===== config.mk =====
export PLATFORM = sky130hd
export DESIGN_NAME = mbc_sbus_seq
export DESIGN_NICKNAME = d
export VERILOG_FILES = /design/src/rtl/mbc_sbus_seq.sv
export SDC_FILE = /design/constraint.sdc
export NUM_CORES = 1
export LEC_CHECK = 0
export ABC_AREA = 0
export BUFFER_PORTS_ARGS = -buffer_cell sky130_fd_sc_hd__buf_4
export CAP_MARGIN = 20
export CORE_ASPECT_RATIO = 0.6
export CORE_UTILIZATION = 50
export DETAILED_ROUTE_END_ITERATION = 12
export MAX_ROUTING_LAYER = met4
export PLACE_DENSITY = 0.77
export SKIP_LAST_GASP = 1
export SLEW_MARGIN = 30
export SYNTH_ARGS = -nofsm -noshare
export SYNTH_HDL_FRONTEND = slang
export SYNTH_SLANG_ARGS = --single-unit

===== constraint.sdc =====
create_clock -name clk -period 2.3 [get_ports clk]
set_clock_uncertainty 0.2 [all_clocks]
set_input_delay 0.115 -clock clk [delete_from_list [all_inputs] [get_ports clk]]
set_output_delay 0.115 -clock clk [all_outputs]
set_load 0.05 [all_outputs]

===== src/rtl/mbc_sbus_seq.sv =====
// SBUS core-memory request sequencer: takes one MBOX request, issues the SBUS start,
// waits for ACKN (real or NXM) and walks the read data words and/or write data strobes.
module mbc_sbus_seq #(
    parameter int unsigned ADR_W    = 22,
    parameter int unsigned DATA_TMO = 64
) (
    input  logic             clk,
    input  logic             rst,
    input  logic             rq_valid,
    input  logic             rq_rd,
    input  logic             rq_wr,
    input  logic [ADR_W-1:0] rq_adr,
    input  logic [3:0]       rq_wd_mask,
    output logic             rq_ready,
    input  logic             wr_go,
    input  logic             mem_ack,
    input  logic             mem_data_valid,
    input  logic             nxm_ackn,
    input  logic             nxm_data_val,
    output logic             mem_start_a,
    output logic             mem_start_b,
    output logic             rq_hold_ff,
    output logic             mem_rd_rq,
    output logic             mem_wr_rq,
    output logic [ADR_W-1:0] sbus_adr,
    output logic [3:0]       sbus_rq,
    output logic             ackn_pulse,
    output logic             core_rd_in_prog,
    output logic             core_busy,
    output logic             wr_data_strobe,
    output logic [1:0]       mem_wd_sel,
    output logic             data_tmo
);

    localparam int unsigned TMO_W = $clog2(DATA_TMO + 1);

    typedef enum logic [2:0] {
        IDLE,
        START,
        WAIT_ACK,
        RD_PROG,
        PSE,
        WR_DATA
    } state_t;

    state_t           state_q, state_d;
    logic             rd_q, rd_d, wr_q, wr_d;
    logic [1:0]       first_q, first_d;
    logic [2:0]       n_q, n_d, rem_q, rem_d;
    logic [TMO_W-1:0] cnt_q, cnt_d;
    logic [ADR_W-1:0] adr_d;
    logic [3:0]       mask_d;
    logic [1:0]       wd_sel_d;
    logic             ackn_d, tmo_d;

    logic             accept, ack_in, word_in;
    logic [3:0]       acc_mask;
    logic [2:0]       acc_n;

    // Lowest-offset word in mask at or after 'from' (incl) or strictly after it, modulo 4.
    function automatic logic [1:0] next_word(input logic [1:0] from, input logic [3:0] mask,
                                             input logic incl);
        logic [1:0] w;
        next_word = from;
        for (int i = 3; i >= 0; i--) begin
            w = from + 2'(i);
            if ((incl || i != 0) && mask[w]) next_word = w;
        end
    endfunction

    // Request decode: effective word mask and word count for an accepted request.
    always_comb begin
        ack_in  = mem_ack | nxm_ackn;
        word_in = mem_data_valid | nxm_data_val;
        accept  = rq_valid & rq_ready & (rq_rd | rq_wr);
        if (rq_wd_mask != 4'b0000) begin
            acc_mask = rq_wd_mask;
        end else if (rq_rd) begin
            acc_mask = 4'b1111;
        end else begin
            acc_mask = 4'b0001 << rq_adr[1:0];
        end
        acc_n = 3'(acc_mask[0]) + 3'(acc_mask[1]) + 3'(acc_mask[2]) + 3'(acc_mask[3]);
    end

    // Next-state and next-output logic.
    always_comb begin
        state_d  = state_q;
        rd_d     = rd_q;
        wr_d     = wr_q;
        first_d  = first_q;
        n_d      = n_q;
        rem_d    = rem_q;
        cnt_d    = cnt_q;
        adr_d    = sbus_adr;
        mask_d   = sbus_rq;
        wd_sel_d = mem_wd_sel;
        ackn_d   = 1'b0;
        tmo_d    = 1'b0;

        unique case (state_q)
            IDLE: begin
                if (accept) begin
                    state_d  = START;
                    rd_d     = rq_rd;
                    wr_d     = rq_wr;
                    adr_d    = rq_adr;
                    mask_d   = acc_mask;
                    n_d      = acc_n;
                    rem_d    = acc_n;
                    first_d  = next_word(rq_adr[1:0], acc_mask, 1'b1);
                    wd_sel_d = first_d;
                end
            end
            START: begin
                state_d = WAIT_ACK;
            end
            WAIT_ACK: begin
                if (ack_in) begin
                    ackn_d   = 1'b1;
                    cnt_d    = '0;
                    rem_d    = n_q;
                    wd_sel_d = first_q;
                    state_d  = rd_q ? RD_PROG : WR_DATA;
                end
            end
            RD_PROG: begin
                if (cnt_q == TMO_W'(DATA_TMO)) begin
                    state_d = IDLE;
                end else if (word_in) begin
                    cnt_d = '0;
                    if (rem_q == 3'd1) begin
                        if (!wr_q) begin
                            state_d = IDLE;
                        end else if (wr_go) begin
                            state_d  = WR_DATA;
                            rem_d    = n_q;
                            wd_sel_d = first_q;
                        end else begin
                            state_d = PSE;
                        end
                    end else begin
                        rem_d    = rem_q - 3'd1;
                        wd_sel_d = next_word(mem_wd_sel, sbus_rq, 1'b0);
                    end
                end else begin
                    cnt_d = cnt_q + TMO_W'(1);
                    tmo_d = (cnt_q == TMO_W'(DATA_TMO - 1));
                end
            end
            PSE: begin
                if (wr_go) begin
                    state_d  = WR_DATA;
                    rem_d    = n_q;
                    wd_sel_d = first_q;
                end
            end
            WR_DATA: begin
                if (rem_q == 3'd1) begin
                    state_d = IDLE;
                end else begin
                    rem_d    = rem_q - 3'd1;
                    wd_sel_d = next_word(mem_wd_sel, sbus_rq, 1'b0);
                end
            end
            default: begin
                state_d = IDLE;
            end
        endcase

        if (state_d == IDLE) wd_sel_d = 2'b00;
    end

    // State, context and registered outputs.
    always_ff @(posedge clk or posedge rst) begin
        if (rst) begin
            state_q         <= IDLE;
            rd_q            <= 1'b0;
            wr_q            <= 1'b0;
            first_q         <= 2'b00;
            n_q             <= 3'd0;
            rem_q           <= 3'd0;
            cnt_q           <= '0;
            rq_ready        <= 1'b0;
            mem_start_a     <= 1'b0;
            mem_start_b     <= 1'b0;
            rq_hold_ff      <= 1'b0;
            mem_rd_rq       <= 1'b0;
            mem_wr_rq       <= 1'b0;
            sbus_adr        <= '0;
            sbus_rq         <= 4'b0000;
            ackn_pulse      <= 1'b0;
            core_rd_in_prog <= 1'b0;
            core_busy       <= 1'b0;
            wr_data_strobe  <= 1'b0;
            mem_wd_sel      <= 2'b00;
            data_tmo        <= 1'b0;
        end else begin
            state_q         <= state_d;
            rd_q            <= rd_d;
            wr_q            <= wr_d;
            first_q         <= first_d;
            n_q             <= n_d;
            rem_q           <= rem_d;
            cnt_q           <= cnt_d;
            rq_ready        <= (state_d == IDLE);
            mem_start_a     <= (state_d == START);
            mem_start_b     <= (state_d == START) || (state_d == WAIT_ACK);
            rq_hold_ff      <= (state_d == WAIT_ACK);
            mem_rd_rq       <= (state_d != IDLE) && rd_d;
            mem_wr_rq       <= (state_d != IDLE) && wr_d;
            sbus_adr        <= adr_d;
            sbus_rq         <= mask_d;
            ackn_pulse      <= ackn_d;
            core_rd_in_prog <= (state_d == RD_PROG);
            core_busy       <= (state_d != IDLE);
            wr_data_strobe  <= (state_d == WR_DATA);
            mem_wd_sel      <= wd_sel_d;
            data_tmo        <= tmo_d;
        end
    end

endmodule


==> results of run 1 <==
==> per-stage QoR <==
stage | TNS [ns] | util | hold slack (ns) | std cells
6_report | 0 | 0.792 | 0.0297 | 562
5_1_grt | -0.00824 | 0.792 | 0.0373 | 562
2_1_floorplan | -0.116 | - | 0.0204 | 348
4_1_cts | 0 | 0.786 | 0.00626 | 561
3_3_place_gp | -1.15 | 0.693 | 0.00966 | 519
3_5_place_dp | -1.52 | 0.693 | 0.00523 | 519
==> worst paths after layout <==
check                                from             to  slack (ns)
max                             rq_adr[1]       rem_q[0]        0.03
min                        mem_data_valid       cnt_q[4]        0.03
max reg2reg                    state_q[1]  mem_wd_sel[0]        0.07
min reg2reg                  sbus_adr[11]   sbus_adr[11]        0.28
max in group asynchronous             rst   sbus_adr[19]        1.41
min in group asynchronous             rst    sbus_adr[1]        0.21
==> layout make-up <==
class	instances	area, um2	area share
Inverter	25	115	0.0251
Clock buffer	13	179	0.0391
Multi-Input combinational cell	253	1580	0.345
Tap cell	80	100	0.0219
Timing Repair Buffer	129	1060	0.231
Sequential cell	59	1480	0.323
Clock inverter	3	67.6	0.0148
==> sequential cells by signal, indices dropped and copies added (netlist names), 2 cells and up <==
signal,cells
sbus_adr,22
cnt_q,7
sbus_rq,4
n_q,3
rem_q,3
state_q,3
first_q,2
mem_wd_sel,2
==> worst max-delay path: stages <==
cell and delay, ns:
buf_6 0.10, inv_6 0.04, buf_4 0.12, ha_1 0.17, or2_4 0.24, a41oi_4 0.22, fa_1 0.46, inv_2 0.08
ha_4 0.19, a22o_1 0.19, o31ai_1 0.23, o31ai_1 0.10
==> power breakdown <==
group / internal (W) / total, W / switching [W]
registers: 0.00125 / 0.00141 / 0.000166
logic: 0.000737 / 0.00202 / 0.00128
clock network: 0.000729 / 0.00115 / 0.000420
total: 0.00271 / 0.00458 / 0.00187
==> layer usage <==
metal  share of wire  up-vias  track usage
met3           0.064       18       0.0549
li1                -     1443            -
met4           0.012        0       0.0875
met5               0        -            -
met1            0.47     1476        0.414
met2            0.45      139        0.429
==> kinds of logic after synthesis <==
kind of cell,count (synthesis)
AND/OR/NAND/NOR,155
AO/OA/AOI/OAI,81
flip-flops,59
buffers and inverters,36
adder cells (fa/ha/maj),11
multiplexers,5
XOR/XNOR,1
==> layout by cell type, fill, tap and decap left out, types with 2 or more instances in the layout <==
master         instances
a22o_1                 3
inv_1                 19
nand2b_1               8
a221oi_1               2
or2_4                  2
inv_2                  4
o31ai_1                5
bufinv_16              2
nand3_1                4
nand2_1               93
dfrtp_1               58
buf_4                100
a221oi_2               2
dlygate4sd3_1         26
a211oi_1               2
o21ai_1                2
a21oi_1               10
a31oi_1                2
ha_1                   6
o41ai_2                2
nor3_1                 5
o22ai_1                3
nor2_2                 2
o211ai_1               4
o21ai_0               27
nor2b_1                6
nor2_1                26
ha_4                   3
mux2i_1                4
clkbuf_8              13
==> timing repair <==
| item | CTS | global route |
|---|---|---|
| resized for setup | 5 | 7 |
| hold buffers | 25 | 1 |
| pin swaps | 1 | 7 |
| setup endpoints to repair | 3 | 8 |
| hold endpoints to repair | 86 | 1 |
| setup buffers | 1 | 0 |
==> impl_results.md, run 1 <==
- Outcome: finished clean
- Total clock sinks: between 50 and 60
- Top cells by area, synth: dfrtp_1 47%, nand2_1 11%, o21ai_0 4.5%, ha_1 4.0%, nor2_1 3.4%
- Highest achievable clock rate: between 400 and 500 MHz
- Final min period: roughly 2.3 ns
- GRT overflow: 0
- Syn avg cell area: ~9 um2
- H-tree depth: 3
- TritonCTS clock tree: done
- NumNets Final: approximately 520
- Simple-Gate Fraction of Synth Area: 0.220
- Via Count: approximately 3,100
- Die height: 63.2 um
- Async SR Flop Fraction: 1.00
- RSZ-0062 raised after global routing: yes
- Initial Util: 0.540
- Max Slew Vio Count: 0
- P per Cell Area: between 1000 and 1500 nW/um2
- Yosys reg bits: 59
- CTS Buffer Depth: 2
- WL/cell: ~16 um
- Post-synthesis mux area share: 0.0164
- Count leader, synth: nand2_1
- WHS Path Cells: 4
- First-pass GRT wire length: between 10,000 and 15,000 um
- Fin crit share: 0.985
- Routed Antenna Nets: 0
- MaxCap Viol Count: 0
- # setup viols final: 0
- Fill cells: ~360
- Total die area: between 6000 and 7000 um2
- Initial antenna violation count: 0
- Layout cells sized above 1: 0.311
- Largest net degree at the start of global routing: 60
- Syn Nets: roughly 400
- R2r worst-path depth: 6
- Ys Warns: 0
- CTS Buf Count: 9
- EDFF count, synth: 0
- Area after DPL: around 4000 um2
- Core area: 5780 um2
- Max VDD drop: 0.000664 V
- Total power draw: 0.00458 W
- Drt pass-1 iters: 7
- Crit path arrival time: approximately 2.3 ns
- Hold Fails Final Rpt: 0
- Adder-cell area share of the yosys netlist: 0.0465
- Main combinational cell family by area after synthesis: simple AND/OR/NAND/NOR gates
- Synth top area share: 0.473
- Die W: between 100 and 150 um
- Cell taking the most area after synthesis: dfrtp_1
- Worst hold path class: in -> reg
- Critical path type: in -> reg
- Crit start category: input port
- Worst-path clk slew: around 0.070 ns
- Port bufs: 74
- DRT iter0 DRCs: 224
- Crit end category: flip-flop
- Post-synthesis compound-gate area fraction: 0.194
- Seq/Total Area, Yosys: 0.473
- Std-Cell Rows: 21
- # diodes: 0
- Rel. slew slack: 0.618
- Cell area after layout: about 4600 um2
- GRT Total Usage: 0.293
- Commonest cells post-synth: 93 x nand2_1, 59 x dfrtp_1, 28 x nor2_1, 28 x o21ai_0, 23 x inv_1
- Post-Syn Area: 3120 um2
- Root Buffer: clkbuf_8
- Worst setup margin: about 0.035 ns
- Dpl hpwl: a little under 6000 um
- Post-Synth XOR/XNOR Area: 0.00281
- Measured slew at the worst slew-check pin: roughly 0.57 ns
- Leak: 2.29 nW
- Total wire length: a little under 9000 um
- Vias in the first global route: 2,954
- Post-Syn Instances: approximately 350
- CP Data Required Time: roughly 2.3 ns
- Via/cell ratio: 5.47
- Primary FF master, synth: dfrtp_1
- Worst skew pair latency: 0.33 ns
- Area delta synth->final: 46.7%
- Post-synthesis cell type count: between 50 and 60
- Final Wtd Congestion: slightly below 0.9
- Pre-CTS WS: -0.421 ns
- Crit path max fanout: 3
- I/O pins: 75
- Drt drc: 0
No activity file was read; power rests on OpenSTA's default activity.
==> inputs of run 2 (changes only) <==
--- a/config.mk
+++ b/config.mk
@@ -9,10 +9,10 @@
 export BUFFER_PORTS_ARGS = -buffer_cell sky130_fd_sc_hd__buf_4
 export CAP_MARGIN = 20
 export CORE_ASPECT_RATIO = 0.6
-export CORE_UTILIZATION = 50
+export CORE_UTILIZATION = 48
 export DETAILED_ROUTE_END_ITERATION = 12
 export MAX_ROUTING_LAYER = met4
-export PLACE_DENSITY = 0.77
+export PLACE_DENSITY = 0.78
 export SKIP_LAST_GASP = 1
 export SLEW_MARGIN = 30
 export SYNTH_ARGS = -nofsm -noshare
==> constraint.sdc (replaced) <==
create_clock -name clk -period 1.85 [get_ports clk]
set_clock_uncertainty 0.2 [all_clocks]
set_input_delay 0.0925 -clock clk [delete_from_list [all_inputs] [get_ports clk]]
set_output_delay 0.0925 -clock clk [all_outputs]
set_load 0.05 [all_outputs]
==> run 2 against run 1 <==
Effect of this change:
- the run now ends with setup timing left
- clock power grew 22%
- first-iteration DRC count grew to 2.6 times the previous value
- largest cell class unchanged
- total power grew 59%
- non-clock buffer count grew 75
- register-to-register slack lost 0.59 ns
- combinational power grew 99%
- sequential share of layout area shrank 7.2 points
- clock-buffer cell count shrank 4
- cell area grew 29%
- critical path depth is the same
- largest power group unchanged
- sequential cell count is the same
- wire length grew 92%
==> impl_results.md, run 2 (synthesis results as in run 1) <==
- Outcome: finished, violations left
- Failing checks: setup timing
- Grt met2 use: 0.586
- Largest net degree at the start of global routing: 60
- Critical path type: in -> reg
- Global-route met3 utilization: 0.0885
- Crit end category: flip-flop
- Crit path max fanout: 4
- Max Slew Vio Count: 0
- Drt pass-1 iters: 8
- Worst hold path class: in -> reg
- Total die area: about 6800 um2
- Setup TNS: -15.92 ns
- # setup viols final: between 50 and 60
- I/O pins: 75
- Leading registers by flop count: sbus_adr x22, cnt_q x7, sbus_rq x4
- Max VDD drop: ~0.00095 V
- Rel. slew slack: 0.605
- Vias in the first global route: roughly 3,500
- Max reg flops: 22
- P per Cell Area: approximately 1200 nW/um2
- Power share of the clock group: 0.193
- Highest achievable clock rate: between 400 and 500 MHz
- MaxCap Viol Count: 0
- DRT iter0 DRCs: 572
- Std-Cell Rows: 22
- First-pass GRT wire length: between 15,000 and 20,000 um
- Cell area after layout: around 5900 um2
- Core area: 6190 um2
- Layout cells sized above 1: 0.563
- Most common cell after layout, fill and taps aside: buf_4
- Routed Antenna Nets: 0
- Dpl hpwl: roughly 6000 um
- Final Wtd Congestion: 0.881
- Total clock sinks: a little under 60
- Port bufs: 74
- CTS Buffer Depth: 2
- Leak: around 2.9 nW
- Largest register by flop count: sbus_adr
- Total wire length: 16,900 um
- Via Count: about 4,100
- Int Pwr: ~0.0039 W
- Crit start category: input port
- Pre-CTS WS: -0.835 ns
- Die W: between 100 and 150 um
- Worst setup margin: -0.597 ns
- Via/cell ratio: around 6.4
- Fin crit share: 1.32
- Root Buffer: clkbuf_8
- GRT overflow: 0
- # diodes: 0
- Initial antenna violation count: 0
- Hold Fails Final Rpt: 0
- Switching pwr: about 0.0034 W
- Met1 usage: 0.456
- RSZ-0062 raised after global routing: yes
- Worst skew pair latency: between 0.3 and 0.4 ns
- NumNets Final: 600
- GRT Total Usage: 0.364
- Reg power frac: 0.256
- CTS Buf Count: 9
- Total power draw: 0.00727 W
- TritonCTS clock tree: done
- Initial Util: 0.504
- Hold Slack: between 0.09 and 0.1 ns
- Drt drc: 0
- Crit path arrival time: ~2.5 ns
- Final min period: between 2 and 2.5 ns
- Die height: 64.5 um
- Switch share: 0.462
- Commonest non-fill, non-tap cells in the layout: 145 x buf_4, 55 x dfrtp_1, 46 x nand2_1
- Area after DPL: between 4000 and 5000 um2
- CP Data Required Time: between 1.5 and 2 ns
- H-tree depth: 3
- Measured slew at the worst slew-check pin: between 0.5 and 0.6 ns
- Area delta synth->final: 89.0%
- WL/cell: approximately 26 um
- Logic pwr share: 0.552
- Worst-path clk slew: ~0.090 ns
- Gr busiest metal: met2
run 2: cell types whose count changed in the layout (fill, tap and decap cells not counted), moves of 13 or more:
cell     change
nand2_2     +29
buf_6       +13
buf_4       +45
o21ai_0     -14
nand2_4     +18
nand2_1     -47
run 2: timing repair:
action,4_1_cts,5_1_grt
pin swaps,42,57
resized for setup,50,123
hold endpoints to repair,89,0
setup endpoints to repair,45,53
hold buffers,28,0
setup buffers,16,23
cloned,7,4
run 2: critical path, stage by stage:
cell      delay (ns)
buf_12          0.13
inv_16          0.05
ha_4            0.13
nor2_2          0.05
o41ai_4         0.45
inv_2           0.11
fa_1            0.54
inv_2           0.06
ha_4            0.17
ha_4            0.24
a221oi_2        0.32
o21ai_1         0.12
run 2: worst paths after layout:
path	from	end	slack (ns)	depth (start not counted)
max in group asynchronous	rst	cnt_q[0]	0.96	4
min in group asynchronous	rst	sbus_adr[19]	0.15	4
min reg2reg	sbus_adr[10]	sbus_adr[10]	0.30	2
min	rq_adr[0]	first_q[0]	0.1	4
max reg2reg	cnt_q[0]	rem_q[1]	-0.52	8
max	rq_adr[0]	rem_q[1]	-0.60	12
run 2: metrics by stage:
stage / std cells / utilization
after CTS: 621 / 0.856
after global routing: 642 / 0.952
after detailed placement: 554 / 0.696
after global placement: 554 / 0.696
after floorplan: 348 / -
final: 642 / 0.952
run 2: area by class of cell:
type,count,area [um2]
multi-input combinational,254,2070
timing repair buffer,204,1900
sequential,59,1480
fill,146,297
clock buffer,9,124
inverter,25,123
tap,84,105
clock inverter,7,98.8
run 2: power by group through the flow:
stage | clock [W] | combinational, W | sequential (W)
2_1_floorplan | 0 | 0.00115 | 0.00231
3_3_place_gp | 0 | 0.00271 | 0.00173
3_5_place_dp | 0 | 0.00278 | 0.00174
4_1_cts | 0.00135 | 0.00301 | 0.00174
5_1_grt | 0.00144 | 0.00407 | 0.00186
6_report | 0.00140 | 0.00401 | 0.00186
run 2: per-layer routing:
| metal | vias to the layer above | part of all wire |
|---|---|---|
| met4 | 0 | 0.078 |
| met3 | 158 | 0.12 |
| met2 | 433 | 0.44 |
| met5 | - | 0 |
| li1 | 1605 | - |
| met1 | 1936 | 0.36 |
==> inputs of run 3 (changes only) <==
--- a/config.mk
+++ b/config.mk
@@ -9,12 +9,12 @@
 export BUFFER_PORTS_ARGS = -buffer_cell sky130_fd_sc_hd__buf_4
 export CAP_MARGIN = 20
 export CORE_ASPECT_RATIO = 0.6
-export CORE_UTILIZATION = 48
+export CORE_UTILIZATION = 29
 export DETAILED_ROUTE_END_ITERATION = 12
 export MAX_ROUTING_LAYER = met4
-export PLACE_DENSITY = 0.78
+export PLACE_DENSITY = 0.52
 export SKIP_LAST_GASP = 1
-export SLEW_MARGIN = 30
+export SLEW_MARGIN = 20
 export SYNTH_ARGS = -nofsm -noshare
 export SYNTH_HDL_FRONTEND = slang
 export SYNTH_SLANG_ARGS = --single-unit
==> run 3 against run 2 <==
Effect of this change:
- worst setup slack better by 0.24 ns
- cell area down 11%
- via count down 24%
- sequential cell count unchanged
- largest power group unchanged
- critical path type unchanged
- utilization down 44 points
- the flow still finishes with violations (setup timing)
==> impl_results.md, run 3 (synthesis results as in run 1) <==
- Hold Fails Final Rpt: 0
- Core area: 10,200 um2
- Port bufs: 74
- H-tree depth: 3
- Total die area: approximately 11,000 um2
- Drt pass-1 iters: 4
- Final min period: between 2 and 2.5 ns
- MaxCap Viol Count: 0
- Crit path max fanout: 4
- Power share of the clock group: 0.250
- GRT Total Usage: 0.188
- Flop2flop setup slack: -0.30 ns
- Reg area: 1480 um2
- Total clock sinks: between 50 and 60
- Initial antenna violation count: 0
- Failing checks: setup timing
- Fill cells: between 900 and 1,000
- Largest register by flop count: sbus_adr
- Reg power frac: 0.267
- Root Buffer: clkbuf_16
- Logic pwr share: 0.482
- Routed Antenna Nets: 0
- Max reg flops: 22
- Std-Cell Rows: 28
- Leak: between 2 and 3 nW
- Worst skew pair latency: 0.33 ns
- Final Wtd Congestion: 0.911
- Area after DPL: around 4400 um2
- GRT overflow: 0
- CTS Buf Count: 9
- First-pass GRT wire length: around 15,000 um
- Rel. slew slack: 0.622
- Crit path arrival time: approximately 2.2 ns
- Via Count: about 3,100
- Drt drc: 0
- Dpl hpwl: roughly 6600 um
- Outcome: finished, violations left
- Crit end category: flip-flop
- Initial Util: 0.307
- Switching pwr: 0.00255 W
- Largest net degree at the start of global routing: 60
- WL/cell: about 14 um
- Highest achievable clock rate: roughly 450 MHz
- I/O pins: 75
- Cell area after layout: roughly 5200 um2
- Switch share: 0.394
- Area of the multi-input gates: around 1700 um2
- Commonest non-fill, non-tap cells in the layout: 138 x buf_4, 89 x nand2_1, 58 x dfrtp_1
- Die W: approximately 140 um
- Fin crit share: 1.19
- DRT iter0 DRCs: 169
- CTS Buffer Depth: 2
- Area delta synth->final: 67.7%
- # diodes: 0
- Pre-CTS WS: -0.898 ns
- Max VDD drop: approximately 0.00059 V
- Critical path type: in -> reg
- Setup TNS: -4.80 ns
- Layout cells sized above 1: 0.398
- Total power draw: around 0.0065 W
- Leading registers by flop count: sbus_adr x22, cnt_q x7, sbus_rq x4
- Total wire length: between 9000 and 10,000 um
- Fin util: 0.515
- P per Cell Area: approximately 1200 nW/um2
- Measured slew at the worst slew-check pin: roughly 0.55 ns
- Vias in the first global route: just over 3,000
- Worst hold path class: in -> reg
- Max Slew Vio Count: 0
- Worst-path clk slew: 0.05 ns
- RSZ-0062 raised after global routing: yes
- CP Data Required Time: approximately 1.9 ns
- Worst setup margin: -0.357 ns
- Die height: approximately 82 um
- Via/cell ratio: ~4.7
- Crit start category: input port
- # setup viols final: 48
- Most common cell after layout, fill and taps aside: buf_4
- Int Pwr: ~0.0039 W
- NumNets Final: around 570
- TritonCTS clock tree: done
run 3: changes by cell type in the layout (fill, tap and decap cells not counted), sizes merged:
cell / delta
bufinv: -1
a2bb2o: -1
clkbuf: -1
buf: -25
inv: -2
clkinvlp: -1
run 3: layout make-up:
type | instances | area share
Timing Repair Buffer | 176 | 0.283
Tap cell | 135 | 0.0323
Clock inverter | 3 | 0.00765
Clock buffer | 11 | 0.0464
Sequential cell | 59 | 0.282
Inverter | 25 | 0.0230
Multi-Input combinational cell | 253 | 0.325
run 3: power by group through the flow:
stage | combinational (W) | sequential, W | clock, W
global route | 0.00336 | 0.00177 | 0.00172
global placement | 0.00282 | 0.00174 | 0
finish | 0.00313 | 0.00173 | 0.00162
detailed placement | 0.00285 | 0.00174 | 0
CTS | 0.00306 | 0.00174 | 0.00167
floorplan | 0.00115 | 0.00231 | 0
run 3: layer usage:
layer | global-route usage | vias up | wire [um]
li1 | - | 1548 | -
met1 | 0.261 | 1488 | 4820
met2 | 0.263 | 82 | 4070
met3 | 0.0507 | 7 | 521
met4 | 0.0567 | 0 | 82
met5 | - | - | 0
run 3: worst max-delay path, cell delays in order:
cell and delay (ns):
buf_12 0.11, ha_4 0.14, nor2_1 0.04, o41ai_2 0.35
inv_2 0.09, fa_1 0.59, inv_2 0.05, ha_4 0.21
a22o_1 0.21, o31ai_2 0.22, o31ai_1 0.11
run 3: worst paths after layout:
kind | from | end | depth (start not counted)
max | rq_adr[0] | rem_q[0] | 11
min | rq_adr[0] | first_q[0] | 4
max reg2reg | cnt_q[3] | mem_wd_sel[1] | 6
min reg2reg | sbus_adr[3] | sbus_adr[3] | 2
max in group asynchronous | rst | rq_ready | 4
min in group asynchronous | rst | wr_data_strobe | 4
run 3: per-stage QoR:
step,std cells,hold WS [ns]
detailed placement,607,-0.00488
global placement,607,-0.0109
finish,662,0.0474
CTS,659,0.0390
global route,662,0.0578
floorplan,348,-0.00206
run 3: what timing repair did:
action	4_1_cts	5_1_grt
endpoints found under the setup margin	50	52
pin swaps	18	8
setup buffers	10	5
hold endpoints to repair	89	0
hold buffers	28	0
resized for setup	25	16
